`src/rtl/sudoku_pkg.sv`:
```
`default_nettype none
// ============================================================================
// Module      : sudoku_pkg
// Description : Board geometry and state/group encodings shared by the
//               sudoku checker files.
// Revision    : 1.0 - initial release
// ============================================================================
package sudoku_pkg;

    localparam int N      = 4;
    localparam int BOX    = 2;
    localparam int CELL_W = 3;
    localparam int AW     = $clog2(N * N);
    localparam int GW     = $clog2(N);

    typedef enum logic [1:0] {
        GRP_ROW = 2'd0,
        GRP_COL = 2'd1,
        GRP_BOX = 2'd2
    } grp_t;

    typedef enum logic [1:0] {
        IDLE  = 2'd0,
        SCAN  = 2'd1,
        DRAIN = 2'd2,
        DONE  = 2'd3
    } state_t;

endpackage
`default_nettype wire

```
`src/rtl/sudoku_addr_gen.sv`:
```
`default_nettype none
// ============================================================================
// Module      : sudoku_addr_gen
// Description : Walks rows, then columns, then boxes, one cell per cycle, and
//               maps (group type, group, element) to a board address.
// Revision    : 1.0 - initial release
// ============================================================================
module sudoku_addr_gen
    import sudoku_pkg::*;
(
    input  wire logic          clk,
    input  wire logic          rst,
    input  wire logic          i_clr,
    input  wire logic          i_adv,
    output logic [AW-1:0]      o_rd_addr,
    output logic               o_first,
    output logic               o_last,
    output logic               o_scan_end
);

    grp_t            r_grp;
    logic [GW-1:0]   r_g;
    logic [GW-1:0]   r_e;
    logic            w_e_last;
    logic            w_g_last;
    logic [GW-1:0]   w_row;
    logic [GW-1:0]   w_col;

    assign w_e_last   = (r_e == GW'(N - 1));
    assign w_g_last   = (r_g == GW'(N - 1));
    assign o_first    = (r_e == '0);
    assign o_last     = w_e_last;
    assign o_scan_end = (r_grp == GRP_BOX) && w_g_last && w_e_last;

    always_ff @(posedge clk or posedge rst) begin
        if (rst) begin
            r_grp <= GRP_ROW;
            r_g   <= '0;
            r_e   <= '0;
        end else if (i_clr) begin
            r_grp <= GRP_ROW;
            r_g   <= '0;
            r_e   <= '0;
        end else if (i_adv) begin
            if (w_e_last) begin
                r_e <= '0;
                if (w_g_last) begin
                    r_g <= '0;
                    case (r_grp)
                        GRP_ROW: r_grp <= GRP_COL;
                        GRP_COL: r_grp <= GRP_BOX;
                        default: r_grp <= GRP_ROW;
                    endcase
                end else begin
                    r_g <= r_g + GW'(1);
                end
            end else begin
                r_e <= r_e + GW'(1);
            end
        end
    end

    // Element index runs row-major inside a box; group index picks the box.
    always_comb begin
        w_row = r_g;
        w_col = r_e;
        case (r_grp)
            GRP_COL: begin
                w_row = r_e;
                w_col = r_g;
            end
            GRP_BOX: begin
                w_row = GW'((int'(r_g) / BOX) * BOX + int'(r_e) / BOX);
                w_col = GW'((int'(r_g) % BOX) * BOX + int'(r_e) % BOX);
            end
            default: begin
                w_row = r_g;
                w_col = r_e;
            end
        endcase
    end

    assign o_rd_addr = AW'(int'(w_row) * N + int'(w_col));

endmodule
`default_nettype wire

```
`config.mk`:
```
export PLATFORM = sky130hd
export DESIGN_NAME = sudoku_addr_gen
export DESIGN_NICKNAME = d
export VERILOG_FILES = /design/src/rtl/sudoku_pkg.sv /design/src/rtl/sudoku_addr_gen.sv
export SDC_FILE = /design/constraint.sdc
export NUM_CORES = 1
export LEC_CHECK = 0
export CELL_PAD_IN_SITES_DETAIL_PLACEMENT = 1
export CELL_PAD_IN_SITES_GLOBAL_PLACEMENT = 2
export CORE_UTILIZATION = 27
export CTS_BUF_LIST = sky130_fd_sc_hd__clkbuf_16
export CTS_CLUSTER_DIAMETER = 40
export DETAILED_ROUTE_END_ITERATION = 12
export GPL_ROUTABILITY_DRIVEN = 0
export PLACE_DENSITY_LB_ADDON = 0.3
export SLEW_MARGIN = 20
export SYNTH_ARGS = -nofsm -noshare
export SYNTH_HDL_FRONTEND = slang
export SYNTH_SLANG_ARGS = --single-unit
```
`constraint.sdc`:
```
create_clock -name clk -period 1.6 [get_ports clk]
set_input_delay 0.48 -clock clk [delete_from_list [all_inputs] [get_ports clk]]
set_output_delay 0.48 -clock clk [all_outputs]
set_load 0.02 [all_outputs]
```
==> After elaboration in Yosys (flattened, before gate mapping) <==
Cells that the tools add are included.
{ "totals": {"ff_bits": 6, "in_bits": 4} }
{ "op_classes": {"n_addsub": 5, "n_eq_ne": 4, "n_mux": 14, "reduce_logical": 9} }
{ "op_table": {"columns": ["operator", "count"], "rows": [
  ["2-to-1 mux 2 bit", 11],
  ["one-hot mux 2 bit (2 select lines)", 3],
  ["equality test 2 bit (second input constant)", 3],
  ["nonzero test 2 bit", 3],
  ["adder 2 x 1 -> 2 bit", 2],
  ["adder 2 x 1 -> 2 bit (second input constant)", 2],
  ["adder 4 x 2 -> 4 bit", 1],
  ["zero test 2 bit", 2],
  ["AND reduction 3 bit", 1],
  ["equality test 2 x 1 -> 1 bit (second input constant)", 1],
  ["logical AND 1 bit", 2],
  ["AND reduction 2 bit", 1]
]} }

==> Logic depth before layout (Yosys ltp) <==
Gate-level depths: netlist of the first run.
{ "depth": {"depth_word": 6, "ltp_mapped": 4, "mapped_depth_nobuf": 4} }

==> Least setup slack after synthesis of the first run <==
No wires, ideal clock.
{ "synth_path": {"path_kind": "register to output", "startpoint": "register r_grp[0]", "endpoint": "output port o_rd_addr[1]", "arrival_ns": 1.157, "t_required_ns": 1.120, "slack_ns": -0.037, "path_stages_with_launch": 5, "path_cell_list": "dfrtp_1 inv_1 ha_1 nor2_1 a21oi_1"} }
{ "synth_between": {"elab_chain_len": 3, "word_cells_on_any_way": 4, "classes_between": "1 x add/sub; 2 x eq/ne; 1 x mux"} }
{ "synth_rtl": {"columns": ["element", "line", "source"], "rows": [
  ["start, declared", "sudoku_addr_gen.sv:21", "grp_t r_grp;"],
  ["start signal, assigned", "sudoku_addr_gen.sv:37", "r_grp <= GRP_ROW;"],
  ["start signal, assigned", "sudoku_addr_gen.sv:41", "r_grp <= GRP_ROW;"],
  ["start signal, assigned", "sudoku_addr_gen.sv:50", "GRP_ROW: r_grp <= GRP_COL;"],
  ["equality test 2 bit / equality test 2 x 1 -> 1 bit (equally long branches)", "sudoku_addr_gen.sv:67", "case (r_grp)"],
  ["one-hot mux 2 bit (2 select lines) *", "sudoku_addr_gen.sv:67", null],
  ["adder 4 x 2 -> 4 bit *", "sudoku_addr_gen.sv:83", "assign o_rd_addr = AW'(int'(w_row) * N + int'(w_col));"],
  ["end, declared", "sudoku_addr_gen.sv:15", "output logic [AW-1:0] o_rd_addr,"]
]} }
Every way passes the cells marked *; elsewhere a longest branch is shown, timed or not.

==> Worst setup path in the final report of the first run <==
{ "layout_path": {"startpoint": "register r_grp[1]", "endpoint": "output port o_rd_addr[3]"} }
{ "layout_between": {"elab_chain_len": 3, "word_cells_on_any_way": 5, "classes_between": "1 x add/sub; 2 x eq/ne; 2 x mux"} }
{ "layout_rtl": {"columns": ["element", "line"], "rows": [
  ["equality test 2 bit / equality test 2 x 1 -> 1 bit (equally long branches)", "sudoku_addr_gen.sv:67"],
  ["one-hot mux 2 bit (2 select lines)", "sudoku_addr_gen.sv:67"],
  ["adder 4 x 2 -> 4 bit *", "sudoku_addr_gen.sv:83"]
]} }
Marks and branches as above.

==> results by group, run 1 <==
STA
  • Setup violators final: 6
  • Headroom to the max-slew limit: 85.4%
  • Final Hold Vio Count: 0
  • Fin crit share: 119%
  • Final WS setup: -0.298 ns
  • Worst Tran Pin Value: 0.219 ns
  • Maximum clock rate: 527 MHz
  • Tmin final: 1.90 ns
  • RSZ-0062 raised after global routing: yes
  • Max-slew violations: 0
  • Setup TNS: -1.22 ns
  • Worst Clk Skew: 0.00242 ns

Clock tree
  • Worst-Skew Late Latency: 0.23 ns
  • CTS tree: done
  • Root buffer cell: clkbuf_16
  • Max Root-Sink Buffers: 2
  • TritonCTS buffer count: 3
  • Clock slew at reported path FFs: 0.03 ns
  • Clock Sinks: 6
  • H-tree depth: 1

Placement
  • Post-detailed-placement half-perimeter wirelength: 861 um
  • Port buffer count: 10
  • Placed cell area: 669 um^2

Logic synthesis
  • Area leader, netlist: dfrtp_1
  • Flip-flop and latch count after synthesis: 6
  • Register area share after synthesis: 33.2%
  • Synth cell types: 16
  • Synth Cell Area: 452 um^2
  • Async SR Flop Fraction: 100%
  • Dominant cells by area after synthesis: dfrtp_1 33%, ha_1 17%, nand2b_1 8.3%
  • Syn Nets: 56
  • Mapped Cells: 46
  • Commonest register cell after synthesis: dfrtp_1
  • Synth Area per Inst: 9.82 um^2
  • Synth Warn #: 0
  • Share of the synthesized area in the top cell type: 33.2%
  • Post-synth top cells: 6 x dfrtp_1, 6 x ha_1, 6 x nand2b_1
  • EDFF count, synth: 0

Detailed routing
  • ANT nets after route: 0
  • Vias/cell: 4.87
  • Routed WL per cell: 13.9 um
  • Wirelength, routed: 1280 um
  • DR iter-0 viols: 3
  • DR vias: 448
  • DR pass1 iterations: 3
  • DRC viols: 0

Critical path
  • Critical Path Sink Type: primary output
  • Worst setup SP type: flip-flop
  • Worst r2r path cells: 5
  • CP Class: flip-flop to primary output
  • CP required: 1.12 ns
  • Arrival @ worst endpoint: 1.42 ns
  • CP Max Fanout: 4

Power and ir drop
  • Clock power frac: 61.1%
  • LEAKAGE: 0.397 nW
  • Design internal power: 0.532 mW
  • Part of the power in registers: 24.5%
  • Logic pwr share: 14.4%
  • Pwr Density: 776 mW/mm^2
  • Net Sw Frac: 19.7%
  • Max VDD drop: 1.11 mV
  • Switching power: 0.130 mW

Die
  • Die ar.: 0.00184 mm^2
  • Core box area: 0.00154 mm^2
  • Initial Util: 29.3%
  • Die W: 42.9 um
  • Boundary Pins: 11
  • Row cnt: 14
  • Die Y: 42.9 um

Status
  • Failing checks: setup timing
  • Status: complete, but fails checks

Finish
  • N_diodes: 0
  • Layout cells sized above 1: 59.2%
  • Nets: 88
  • Area Overhead vs Synth: 89.2%
  • Fin area: 855 um^2

Global route
  • Initial antenna violation count: 0
  • First-pass GRT wire length: 2240 um
  • Vias in the first global route: 453
  • Grt ovf: 0
  • Largest net degree at the start of global routing: 8
  • Total GRT Usage: 17.0%

Worst hold path
  • Worst Hold Class: input pin to asynchronous set/reset pin

Job
  • Max Cap Viol: 0
## power by group through the flow
stage               sequential [mW]  combinational, mW  clock (mW)
finish                        0.162             0.0956       0.405
detailed placement            0.164             0.0845           0
floorplan                     0.163             0.0376           0
CTS                           0.164             0.0925       0.410
global route                  0.163              0.103       0.423
global placement              0.164             0.0830           0
## critical path: stages (launching register included)
cell and delay [ns]:
dfrtp_1 0.40, buf_6 0.13, ha_4 0.17, nand2b_4 0.14, a32o_2 0.22, buf_6 0.13
## final timing paths
| path | startpoint | endpoint | slack (ns) |
|---|---|---|---|
| min reg2reg | r_grp[1] | r_grp[1] | 0.59 |
| min in group clk | r_grp[1] | r_grp[1] | 0.59 |
| max | r_grp[1] | o_rd_addr[3] | -0.30 |
| max in group asynchronous | rst | r_e[0] | 0.94 |
| min | rst | r_grp[1] | 0.46 |
| max reg2reg | r_e[1] | r_e[0] | 0.15 |
## through the flow
stage | cells | worst slack [ns] | hold WS, ns | power (mW) | utilization [%]
finish | 92 | -0.298 | 0.460 | 0.663 | 55.4
global route | 92 | -0.340 | 0.502 | 0.689 | 55.4
detailed placement | 85 | -0.513 | 0.572 | 0.249 | 43.4
global placement | 85 | -0.493 | 0.564 | 0.247 | 43.4
CTS | 90 | -0.279 | 0.467 | 0.666 | 52.9
floorplan | 46 | -0.0374 | 0.271 | 0.201 | -
## repair_timing
item / in CTS / in global routing
setup endpoints to repair: 7 / 7
cloned: 0 / 0
buffers inserted: 3 / 2
hold buffers: 0 / 0
pin swaps: 5 / 3
gates resized for setup: 51 / 9
## cell usage in the layout (no fill, tap or decap)
| cell type | synthesis | layout |
|---|---|---|
| dfrtp_1 | 6 | 4 |
| inv_2 | 0 | 2 |
| ha_1 | 6 | 2 |
| and3_4 | 0 | 1 |
| nand4bb_1 | 1 | 1 |
| a21oi_1 | 4 | 4 |
| a21bo_2 | 2 | 2 |
| a32o_2 | 0 | 2 |
| nand2b_1 | 6 | 5 |
| nand2b_4 | 0 | 1 |
| buf_4 | 1 | 17 |
| mux2i_1 | 3 | 3 |
| nand3_1 | 1 | 1 |
| ha_2 | 0 | 1 |
| clkdlybuf4s50_1 | 0 | 3 |
| and3_1 | 2 | 1 |
| a21oi_2 | 1 | 1 |
| nor2_1 | 3 | 3 |
| inv_1 | 5 | 3 |
| dfrtp_2 | 0 | 2 |
| or3b_1 | 1 | 1 |
| ha_4 | 0 | 3 |
| buf_6 | 0 | 8 |
| clkbuf_16 | 0 | 3 |
| a22oi_2 | 0 | 2 |
## per-layer routing
metal	vias to the layer above	wire length, um	share of wire [%]	GRT usage, %
met5	-	0	0	0
met4	0	21	1.6	7.50
met3	2	45	3.5	3.83
met2	13	604	47	26.7
met1	211	604	47	22.1
li1	222	-	-	-
## kinds of logic (layout without fill, tap and decap cells)
group	Yosys count	after routing	synth area share, %
AND/OR/NAND/NOR	14	14	19.1
AO/OA/AOI/OAI	11	11	18.6
adder cells (fa/ha/maj)	6	6	16.6
flip-flops	6	6	33.2
buffers and inverters	6	36	5.82
multiplexers	3	3	6.65
## layout make-up
class / count / area (um^2)
fillers: 174 / 687
multi-input cells: 34 / 340
repair buffers: 28 / 248
flip-flops and latches: 6 / 153
clock buffers: 3 / 75.1
well taps: 16 / 20.0
inverters: 5 / 18.8
## flip-flops by register name (all words and copies together), names as in the netlist
name,flops
r_grp,2
r_g,2
r_e,2
No activity file was read; power rests on OpenSTA's default activity.
==> run 2: changes to the inputs <==
--- a/config.mk
+++ b/config.mk
@@ -7,7 +7,7 @@
 export LEC_CHECK = 0
 export CELL_PAD_IN_SITES_DETAIL_PLACEMENT = 1
 export CELL_PAD_IN_SITES_GLOBAL_PLACEMENT = 2
-export CORE_UTILIZATION = 27
+export CORE_UTILIZATION = 25
 export CTS_BUF_LIST = sky130_fd_sc_hd__clkbuf_16
 export CTS_CLUSTER_DIAMETER = 40
 export DETAILED_ROUTE_END_ITERATION = 12
==> constraint.sdc (replaced) <==
create_clock -name clk -period 1.5 [get_ports clk]
set_input_delay 0.45 -clock clk [delete_from_list [all_inputs] [get_ports clk]]
set_output_delay 0.45 -clock clk [all_outputs]
set_load 0.02 [all_outputs]
==> run 2 against run 1 <==
Against the previous run:
- the flow still finishes with violations (setup timing)
- combinational power rose by 42%
- global-route usage fell by 0.17 points
- count of clock-buffer cells in the layout did not move
- via count rose by 6.0%
- critical endpoint unchanged
- largest power group unchanged
==> results by group, run 2 (synthesis gave the netlist of run 1 again) <==
Status
  • Status: complete, but fails checks (unchanged)
  • Failing checks: setup timing (unchanged)

STA
  • Worst Tran Pin Value: 0.252 ns (was 0.219 ns)
  • Tmin final: 1.88 ns
  • Max-slew violations: 0 (unchanged)
  • Setup violators final: 7 (was 6)
  • Final Hold Vio Count: 0 (unchanged)
  • Worst Clk Skew: 0.00253 ns (was 0.00242 ns)
  • Headroom to the max-slew limit: 83.2% (was 85.4%)
  • RSZ-0062 raised after global routing: yes (unchanged)
  • Final WS setup: -0.384 ns (was -0.298 ns)
  • Fin crit share: 126%
  • Maximum clock rate: 531 MHz

Finish
  • N_diodes: 0 (unchanged)
  • Fin area: 938 um^2 (was 855 um^2)
  • Layout cells sized above 1: 70.0% (was 59.2%)
  • Area Overhead vs Synth: 108% (was 89.2%)
  • Final core occ: 58.9% (was 55.4%)
  • Fin cells: 104 (was 92)
  • Commonest non-fill, non-tap cell in the layout: buf_4 (unchanged)
  • Area occupied by multi-input gates: 368 um^2 (was 340 um^2)
  • Reg area: 154 um^2 (was 153 um^2)
  • Commonest cells after routing, fill and taps aside: 20 x buf_4, 8 x buf_6, 5 x nand2b_1, 4 x ha_4 (was 17 x buf_4, 8 x buf_6, 5 x nand2b_1, 4 x a21oi_1, 4 x dfrtp_1)
  • Biggest regs: r_e x2, r_g x2, r_grp x2 (unchanged)
  • Nets: 92 (was 88)
  • Filler cell count in the final layout: 172 (was 174)

Die
  • Initial Util: 28.3% (was 29.3%)
  • Boundary Pins: 11 (unchanged)
  • Core box area: 0.00159 mm^2 (was 0.00154 mm^2)
  • Row cnt: 14 (unchanged)
  • Die W: 44.5 um (was 42.9 um)
  • Die ar.: 0.00198 mm^2 (was 0.00184 mm^2)
  • Die Y: 44.5 um (was 42.9 um)

Clock tree
  • Clock slew at reported path FFs: 0.03 ns (about the same)
  • CTS tree: done (unchanged)
  • H-tree depth: 1 (unchanged)
  • Clock Sinks: 6 (unchanged)
  • Worst-Skew Late Latency: 0.23 ns (about the same)
  • Max Root-Sink Buffers: 2 (unchanged)
  • Root buffer cell: clkbuf_16 (unchanged)
  • TritonCTS buffer count: 3 (unchanged)

Critical path
  • CP Capture Point: o_rd_addr[3] (unchanged)
  • Slowest cell on the critical path: dfrtp_1 (unchanged)
  • FF-to-FF End: r_grp[1] (was r_e[0])
  • CP Max Fanout: 7 (was 4)
  • CP Class: flip-flop to primary output (unchanged)
  • Worst r2r path cells: 6 (was 5)
  • Crit path depth: 5 (unchanged)
  • FF-to-FF Start: r_e[0] (was r_e[1])
  • Worst setup SP type: flip-flop (unchanged)
  • Arrival @ worst endpoint: 1.43 ns (was 1.42 ns)
  • Worst Setup SP: r_grp[1] (unchanged)
  • CP required: 1.05 ns (was 1.12 ns)
  • Critical Path Max Stage Delay: 0.38 ns (was 0.40 ns)
  • Critical path buffers and inverters: 2 (unchanged)
  • Cells along the critical path: inv_2, ha_4, nand2b_4, a32o_2, buf_6 (was buf_6, ha_4, nand2b_4, a32o_2, buf_6)
  • R2r setup slk: 0.10 ns (was 0.15 ns)
  • Largest delay contributor family on the critical path: flip-flops (unchanged)
  • Critical Path Sink Type: primary output (unchanged)

Global route
  • Initial antenna violation count: 0 (unchanged)
  • Grt ovf: 0 (unchanged)
  • Largest net degree at the start of global routing: 8 (unchanged)
  • Vias in the first global route: 481 (was 453)
  • Met3 Usage GRT: 3.67% (was 3.83%)
  • First-pass GRT wire length: 2330 um (was 2240 um)
  • Total GRT Usage: 16.8% (was 17.0%)
  • M1 GR Usage: 22.6% (was 22.1%)
  • M2 GR Usage: 27.6% (was 26.7%)
  • GR peak layer: met2 (unchanged)

Detailed routing
  • DR vias: 475 (was 448)
  • ANT nets after route: 0 (unchanged)
  • Vias/cell: 4.57 (was 4.87)
  • DR iter-0 viols: 4 (was 3)
  • Routed WL per cell: 14.9 um (was 13.9 um)
  • Wirelength, routed: 1550 um (was 1280 um)
  • DR pass1 iterations: 2 (was 3)
  • DRC viols: 0 (unchanged)

Power and ir drop
  • LEAKAGE: 0.423 nW (was 0.397 nW)
  • Pwr Density: 790 mW/mm^2 (was 776 mW/mm^2)
  • Max VDD drop: 0.585 mV (was 1.11 mV)

Placement
  • Placed cell area: 699 um^2 (was 669 um^2)
  • Port buffer count: 10 (unchanged)
  • Placed cells: 92 (was 85)
  • Post-detailed-placement half-perimeter wirelength: 956 um (was 861 um)

Worst hold path
  • Worst Hold Class: input pin to asynchronous set/reset pin (unchanged)

Job
  • Max Cap Viol: 0 (unchanged)
[run 2: what timing repair did]
item                                    in CTS  in global routing
pin swaps                                    2                  5
endpoints found under the setup margin       7                  7
gates resized for setup                     45                 15
hold buffers                                 0                  0
setup buffers                                4                  5
[run 2: worst min-delay path by stage]
stage	from	endpoint	slack [ns]	depth (start not counted)
2_1_floorplan	rst	r_e[0]	0.24	1
3_3_place_gp	r_grp[0]	r_grp[0]	0.58	2
3_5_place_dp	r_grp[0]	r_grp[0]	0.59	2
4_1_cts	rst	r_g[1]	0.47	2
5_1_grt	rst	r_g[1]	0.49	2
6_report	rst	r_g[1]	0.46	2
[run 2: per-stage QoR]
step                       TNS, ns  total power, mW  worst slack, ns  hold slack (ns)
after global placement       -3.17            0.267           -0.534            0.583
final                        -1.90            0.741           -0.384            0.461
after global routing         -2.13            0.769           -0.419            0.491
after floorplan           -0.00139            0.216         -0.00139            0.241
after CTS                    -1.65            0.720           -0.361            0.469
after detailed placement     -3.36            0.270           -0.550            0.593
[run 2: power by group]
group	internal, mW	switching [mW]	leakage [nW]	total (mW)
Sequential	0.168	0.00655	0.0779	0.175
Combinational	0.0790	0.0567	0.308	0.136
Clock	0.342	0.0890	0.0370	0.431
Total	0.589	0.152	0.423	0.741
[run 2: layout make-up]
type	count	share of cell area, %
tap	24	3.20
timing repair buffer	32	30.9
sequential	6	16.4
inverter	5	2.27
multi-input combinational	34	39.2
clock buffer	3	8.00
[run 2: per-layer routing]
| metal | vias up | share of wire [%] | wire, um |
|---|---|---|---|
| met5 | - | 0 | 0 |
| met2 | 8 | 56 | 870 |
| met4 | 0 | 0 | 0 |
| li1 | 231 | - | - |
| met3 | 0 | 2.7 | 42 |
| met1 | 236 | 41 | 641 |
